[src/rtl/rom_port_arbiter_pkg.sv]
// Shared types for the ROM port arbiter: FSM state encoding and watchdog width.
package rom_port_arbiter_pkg;

    // Arbiter FSM states
    typedef enum logic [2:0] {
        ST_IDLE  = 3'd0,
        ST_HIT   = 3'd1,
        ST_ISSUE = 3'd2,
        ST_WAIT  = 3'd3,
        ST_DONE  = 3'd4
    } state_e;

    // Watchdog counter width; covers TIMEOUT values up to 255
    localparam int TMO_CNT_W = 8;

endpackage

[src/rtl/rom_port_arbiter_rr_picker.sv]
// Round-robin picker: first requester with req set, searching upward from ptr+1
// and wrapping, so the requester at ptr itself has the lowest priority.
module rom_port_arbiter_rr_picker #(
    parameter int NUM_REQ   = 4,
    parameter int SEL_WIDTH = 2
) (
    input  logic [NUM_REQ-1:0]   req_i,
    input  logic [SEL_WIDTH-1:0] ptr_i,
    output logic                 any_o,
    output logic [SEL_WIDTH-1:0] idx_o
);

    logic [SEL_WIDTH-1:0] cand;

    // Walk the rotated order from farthest to nearest so the nearest hit wins
    always_comb begin
        any_o = 1'b0;
        idx_o = '0;
        cand  = '0;
        for (int k = NUM_REQ; k >= 1; k--) begin
            cand = SEL_WIDTH'((int'(ptr_i) + k) % NUM_REQ);
            if (req_i[cand]) begin
                any_o = 1'b1;
                idx_o = cand;
            end
        end
    end

endmodule

[src/rtl/rom_port_arbiter.sv]
// Shares one memory read port between NUM_REQ ROM requesters with round-robin
// grant, a one-entry last-address cache per requester and a per-access watchdog.
module rom_port_arbiter
    import rom_port_arbiter_pkg::*;
#(
    parameter int NUM_REQ    = 4,
    parameter int ADDR_WIDTH = 16,
    parameter int DATA_WIDTH = 8,
    parameter int SEL_WIDTH  = 2,
    parameter int TIMEOUT    = 63
) (
    input  logic                            clk_i,
    input  logic                            rst_i,
    input  logic [NUM_REQ-1:0]              req_i,
    input  logic [NUM_REQ*ADDR_WIDTH-1:0]   addr_i,
    output logic [NUM_REQ-1:0]              ack_o,
    output logic [NUM_REQ*DATA_WIDTH-1:0]   rdata_o,
    input  logic                            cache_inv_i,
    output logic                            mem_req_o,
    output logic [SEL_WIDTH+ADDR_WIDTH-1:0] mem_addr_o,
    input  logic                            mem_ack_i,
    input  logic [DATA_WIDTH-1:0]           mem_rdata_i,
    output logic                            timeout_err_o
);

    localparam logic [DATA_WIDTH-1:0] ERASED_DATA = {DATA_WIDTH{1'b1}};
    localparam logic [TMO_CNT_W-1:0]  CNT_LAST    = TMO_CNT_W'(TIMEOUT - 1);

    state_e                                 state_q, state_d;
    logic [SEL_WIDTH-1:0]                   sel_q, rr_ptr_q;
    logic [SEL_WIDTH+ADDR_WIDTH-1:0]        mem_addr_q;
    logic [TMO_CNT_W-1:0]                   cnt_q;
    logic [NUM_REQ-1:0]                     ack_q;
    logic [NUM_REQ-1:0][DATA_WIDTH-1:0]     rdata_q;
    logic [NUM_REQ-1:0][ADDR_WIDTH-1:0]     tag_q;
    logic [NUM_REQ-1:0]                     valid_q;
    logic                                   tmo_err_q;

    logic [NUM_REQ-1:0][ADDR_WIDTH-1:0]     addr_v;
    logic                                   pick_any, pick_go, pick_hit;
    logic [SEL_WIDTH-1:0]                   pick_idx;
    logic                                   wait_fill, wait_tmo;

    assign addr_v = addr_i;

    rom_port_arbiter_rr_picker #(
        .NUM_REQ   (NUM_REQ),
        .SEL_WIDTH (SEL_WIDTH)
    ) u_picker (
        .req_i (req_i),
        .ptr_i (rr_ptr_q),
        .any_o (pick_any),
        .idx_o (pick_idx)
    );

    // A hit's ack lands in an IDLE cycle while the requester still holds req;
    // holding off the pick during any ack cycle stops that req being served twice.
    assign pick_go  = (state_q == ST_IDLE) && pick_any && (ack_q == '0);
    assign pick_hit = valid_q[pick_idx] && (tag_q[pick_idx] == addr_v[pick_idx]);

    // Next-state logic; flags the two ways a WAIT access can end
    always_comb begin
        state_d   = state_q;
        wait_fill = 1'b0;
        wait_tmo  = 1'b0;
        case (state_q)
            ST_IDLE:  if (pick_go) state_d = pick_hit ? ST_HIT : ST_ISSUE;
            ST_HIT:   state_d = ST_IDLE;
            ST_ISSUE: state_d = ST_WAIT;
            ST_WAIT: begin
                if (mem_ack_i) begin
                    wait_fill = 1'b1;
                    state_d   = ST_DONE;
                end else if (cnt_q == CNT_LAST) begin
                    wait_tmo  = 1'b1;
                    state_d   = ST_DONE;
                end
            end
            ST_DONE:  state_d = ST_IDLE;
            default:  state_d = ST_IDLE;
        endcase
    end

    // FSM state register
    always_ff @(posedge clk_i) begin
        if (rst_i) state_q <= ST_IDLE;
        else       state_q <= state_d;
    end

    // Grant bookkeeping, watchdog, cache fill/invalidate and read-data holding
    always_ff @(posedge clk_i) begin
        if (rst_i) begin
            sel_q      <= '0;
            rr_ptr_q   <= SEL_WIDTH'(NUM_REQ - 1);
            mem_addr_q <= '0;
            cnt_q      <= '0;
            ack_q      <= '0;
            rdata_q    <= '0;
            tag_q      <= '0;
            valid_q    <= '0;
            tmo_err_q  <= 1'b0;
        end else begin
            ack_q <= '0;
            if (pick_go) begin
                sel_q    <= pick_idx;
                rr_ptr_q <= pick_idx;
                // Address is captured once here; later addr_i changes are ignored
                if (!pick_hit) mem_addr_q <= {pick_idx, addr_v[pick_idx]};
            end
            // Hit data is already sitting in rdata_q from the fill that set the tag
            if (state_q == ST_HIT) ack_q[sel_q] <= 1'b1;
            if (state_q == ST_ISSUE)     cnt_q <= '0;
            else if (state_q == ST_WAIT) cnt_q <= cnt_q + TMO_CNT_W'(1);
            if (wait_fill) begin
                rdata_q[sel_q] <= mem_rdata_i;
                tag_q[sel_q]   <= mem_addr_q[ADDR_WIDTH-1:0];
                valid_q[sel_q] <= 1'b1;
                ack_q[sel_q]   <= 1'b1;
            end
            if (wait_tmo) begin
                rdata_q[sel_q] <= ERASED_DATA;
                valid_q[sel_q] <= 1'b0;
                tmo_err_q      <= 1'b1;
                ack_q[sel_q]   <= 1'b1;
            end
            // Invalidate last so it overrides a fill in the same cycle
            if (cache_inv_i) valid_q <= '0;
        end
    end

    assign mem_req_o     = (state_q == ST_ISSUE) || (state_q == ST_WAIT);
    assign mem_addr_o    = mem_addr_q;
    assign ack_o         = ack_q;
    assign rdata_o       = rdata_q;
    assign timeout_err_o = tmo_err_q;

endmodule

[config.mk]
export PLATFORM = sky130hd
export DESIGN_NAME = rom_port_arbiter
export DESIGN_NICKNAME = d
export VERILOG_FILES = /design/src/rtl/rom_port_arbiter_pkg.sv /design/src/rtl/rom_port_arbiter_rr_picker.sv /design/src/rtl/rom_port_arbiter.sv
export SDC_FILE = /design/constraint.sdc
export NUM_CORES = 1
export LEC_CHECK = 0
export ABC_AREA = 1
export CAP_MARGIN = 0
export CORE_MARGIN = 2
export CORE_UTILIZATION = 25
export CTS_CLUSTER_SIZE = 16
export DETAILED_ROUTE_END_ITERATION = 7
export GPL_TIMING_DRIVEN = 0
export PLACE_DENSITY = 0.43
export SYNTH_ARGS = -nofsm -noshare
export SYNTH_HDL_FRONTEND = slang
export SYNTH_SLANG_ARGS = --single-unit
[constraint.sdc]
create_clock -name clk_i -period 7.05 [get_ports clk_i]
set_input_delay 1.7625 -clock clk_i [delete_from_list [all_inputs] [get_ports clk_i]]
set_output_delay 1.7625 -clock clk_i [all_outputs]
set_load 0.05 [all_outputs]
==> results of run 1 <==
area by class of cell:
| cell class | count | area, µm² |
|---|---|---|
| Multi-Input combinational cell | 926 | 4134 |
| Buffer | 75 | 439.2 |
| Fill cell | 3444 | 20460 |
| Clock inverter | 14 | 160.2 |
| Sequential cell | 138 | 2763 |
| Clock buffer | 18 | 439.2 |
| Tap cell | 396 | 495.5 |
| Timing Repair Buffer | 134 | 1341 |
| Inverter | 136 | 515.5 |
metal layers:
layer | part of all wire | routed length [µm] | GRT usage
met3 | 0.073 | 2519 | 0.03648
met2 | 0.45 | 15340 | 0.3367
met5 | 0 | 0 | 0
met1 | 0.46 | 15880 | 0.2803
met4 | 0.018 | 605 | 0.06407
synth_stat cells (2+ instances only):
cell type	n
nand4_1	4
xor2_1	4
nor2_1	155
buf_4	7
nand3b_1	20
o211ai_1	18
nor2_2	3
dfxtp_1	138
a21oi_1	49
nor3_1	3
clkbuf_1	31
nor4_1	2
nand3_1	168
buf_1	5
o21ai_0	70
inv_1	130
nand2_2	4
buf_6	13
a211oi_1	3
nand2_1	400
o21ai_1	11
buf_2	18
xnor2_1	2
inv_2	4
nand3_2	2
ha_1	2
cells by family after synthesis:
kind of cell    Yosys count
simple gates            764
buf+inv                 211
compound gates          154
flops                   138
xor+xnor                  6
fa+ha+maj                 2
worst max path at each step:
stage	from	endpoint	cells past startpoint
2_1_floorplan	req_i[2]	mem_addr_o[1]	17
6_report	req_i[3]	mem_addr_o[15]	20
3_3_place_gp	req_i[2]	mem_addr_o[17]	18
5_1_grt	req_i[2]	mem_addr_o[3]	18
4_1_cts	req_i[3]	mem_addr_o[15]	19
3_5_place_dp	req_i[3]	mem_addr_o[15]	19
sequential cells by signal (all words and copies together), names as in the netlist:
register and flops:
rr_ptr_q 2, state_q 3, sel_q 2, rdata_o 32
ack_o 4, tag_q 64, mem_addr_o 18, timeout_err_o 1
cnt_q 8, valid_q 4
stage by stage:
stage	total power, µW	hold slack, ns	utilization
floorplan	2906	0.4245	-
global placement	4003	0.4348	0.3151
detailed placement	3994	0.4425	0.3151
CTS	4949	0.4519	0.3346
global route	5275	0.4758	0.3346
finish	4945	0.4540	0.3346
worst max-delay path, delay by kind of cell:
family / cells / cell delay (ns)
compound gates: 2 / 0.39
buf+inv: 4 / 1.38
simple gates: 14 / 1.40
report_power, final:
| part | switching, µW | internal (µW) | total [µW] |
|---|---|---|---|
| clock | 401 | 539 | 940 |
| combinational | 2140 | 906 | 3050 |
| sequential | 99.7 | 858 | 958 |
| total | 2640 | 2300 | 4940 |
==> results.yml, run 1 <==
pwr:
  vdd.ir_drop.worst_uv: 200.1
  leakagePower_uw: 0.004882
  power-per-cell-area_nw_per_um2: 480.6
finish:
  antenna_diode_instance_count: 0
  layout_common_cells: "400 x nand2_1, 168 x nand3_1, 155 x nor2_1, 138 x dfxtp_1, 134 x clkdlybuf4s50_1"
  stdcell_area_um2: 10290
  final_common_cell: "nand2_1"
  fin_nets: 1510
  post_route_cells_drive_above_1_share: 0.06176
  post_layout_nonfiller_instances: 1837
  area.growth.synth_to_final_pct: 31.03
critical_path:
  r2r_start: "rr_ptr_q[0]"
  type_of_destination_of_the_critical_path: "flop"
  critPathArrivalTime_ns: 4.97
  r2r_cells: 20
  cpMaxStageDelayCell: "clkbuf_1"
  crit_fanout: 10
  r2r_end: "mem_addr_o[15]"
  critical_path.startpoint_type: "primary input"
  crit_path_max_incr_delay_ns: 0.66
  cp_data_required_time_ns: 7.37
  critical-path-top-cell-by-count: "nand2_1"
  rrSetupSlack_ns: 3.73
  timing.critical_path.cells: "clkdlybuf4s50_1 > inv_1 > o21ai_1 > nand2_1 > nand3_1 > nand3_1 > a21boi_1 > clkbuf_1 > nand3_1 > nand2_1 > nand2_1 > nand2_1 > nor2_1 > nand2_1 > nor2_2 > nand3_4 > buf_6 > nand3_1 > nand2_1 > nor2_1"
  critical_path_class: "primary input to flop"
clock_tree:
  cts-buffers-inserted: 17
  postCtsResizedCells: 0
  tritoncts_num_sinks: 138
  clock_slew_at_the_register_clock_pins_of_the_worst_setup_and_hold_paths_ns: 0.06
  post-cts-setup-buffers: 0
  tritoncts: "built"
  cts_hold_buf: 0
  cts_root_buffer: "clkbuf_16"
  ctsHtreeMaxLevel: 4
  worst_skew_pair.late_latency_ns: 0.44
  cts.path.max_buffers: 2
synthesis:
  synth-seq-area-share: 0.3519
  number_of_synthesized_register_bits: 138
  yosysTopAreaCellShare: 0.3519
  synth.avg_cell_area_um2: 6.158
  synth_top_cell_by_area: "dfxtp_1"
  netlist_top_cells_area: "dfxtp_1 35%, nand2_1 19%, nand3_1 11%"
  post_synth_instance_area_um2: 7851
  asyncSetResetFlopFracSynth: 0
  netlist-cell-type-count: 35
  synth_enable_flop_cells: 0
  syn_nets: 1357
  syn-instance-count: 1275
  synth_compound_area_frac: 0.1058
  synth_xor_area_frac: 0.006693
  synthAdderAreaFrac: 0.003187
  post_synth_and_or_nand_nor_area_fraction: 0.4108
  synth.mux.area_fraction: 0
  top_flip_flop_cell_by_instance_count_after_synthesis: "dfxtp_1"
  ys.warnings.count: 0
  synth_top_family_by_area: "simple AND/OR/NAND/NOR gates"
timing:
  report.final.hold_viol_count: 0
  maxClockFrequency_ghz: 0.2150
  slew_at_the_pin_with_the_worst_max_slew_slack_ns: 0.9584
  fin_worst_skew_ns: 0.01055
  relSlewSlack: 0.3610
  setup_ws_ns: 2.398
  final.setup.tns_ns: 0
  maxSlewViolCount: 0
  min_period_ns: 4.652
  fin_crit_sh: 0.6598
  grt_setup_unrepaired: "no"
  report.final.setup_viol: 0
worst_hold_path:
  whs_endpoint: "timeout_err_o"
  min_delay_path_class: "flop to flop"
  critical_hold_path_startpoint: "timeout_err_o"
  number_of_stages_on_the_worst_hold_path: 2
grt:
  globalRouteOverflowTotal: 0
  grt_use_total: 0.2076
  grt_first_pass_wirelength_um: 51600
  number_of_global_route_vias_before_repair: 8472
  initial_antenna_violation_count: 0
  grt_max_degree: 17
place:
  io_buffers: 134
  dpl.hpwl_um: 24810
  post-place-cells: 1805
  placed_area_um2: 9688
  pre_cts_slack_ns: 1.987
  place.gp.congestion: 0.9048
route:
  detail-route-antenna-nets: 0
  route.vias.total: 8718
  drt_pass1_iterations: 5
  drt_wl_total_um: 34350
  via_per_inst: 4.746
  routedWlPerCell_um: 18.70
  route.detailed.drc: 0
  drt_first_iter_violations: 615
flow_run:
  cap_violations: 0
floorplanning:
  die_area_um2: 32840
  floorplan.initialDensity: 0.2553
  row_count: 64
  top_level_ports: 136
  chipHeight_um: 181.2
  core_area_um2: 30750
  die_w_um: 181.2
status:
  status: "finished clean"
(Power assumes the default switching activity.)
==> inputs of run 2 (changes only) <==
- clock period: 7.05 -> 4.3 ns (I/O delays scaled with it)
==> results of run 2 <==
The final DEF is identical to that of run 1. Status: finished clean.
Among the figures that moved: setup slack after placement 1.987 ns -> -0.07537 ns; setup slack after layout 2.398 ns -> 0.3358 ns; register-to-register setup slack 3.73 ns -> 0.98 ns; total power 4945 µW -> 8107 µW; worst IR drop on VDD 200.1 µV -> 328.0 µV
==> inputs of run 3 (changes only) <==
==> constraint.sdc (replaced) <==
create_clock -name clk_i -period 4.3 [get_ports clk_i]
set_input_delay 0.645 -clock clk_i [delete_from_list [all_inputs] [get_ports clk_i]]
set_output_delay 0.645 -clock clk_i [all_outputs]
set_load 0.05 [all_outputs]
==> results of run 3 <==
The final DEF is identical to that of run 1. Status: finished clean.
Among the figures that moved: setup slack after placement 1.987 ns -> 0.3546 ns; setup slack after layout 2.398 ns -> 0.7658 ns; register-to-register setup slack 3.73 ns -> 0.98 ns; total power 4945 µW -> 8107 µW; worst IR drop on VDD 200.1 µV -> 328.0 µV
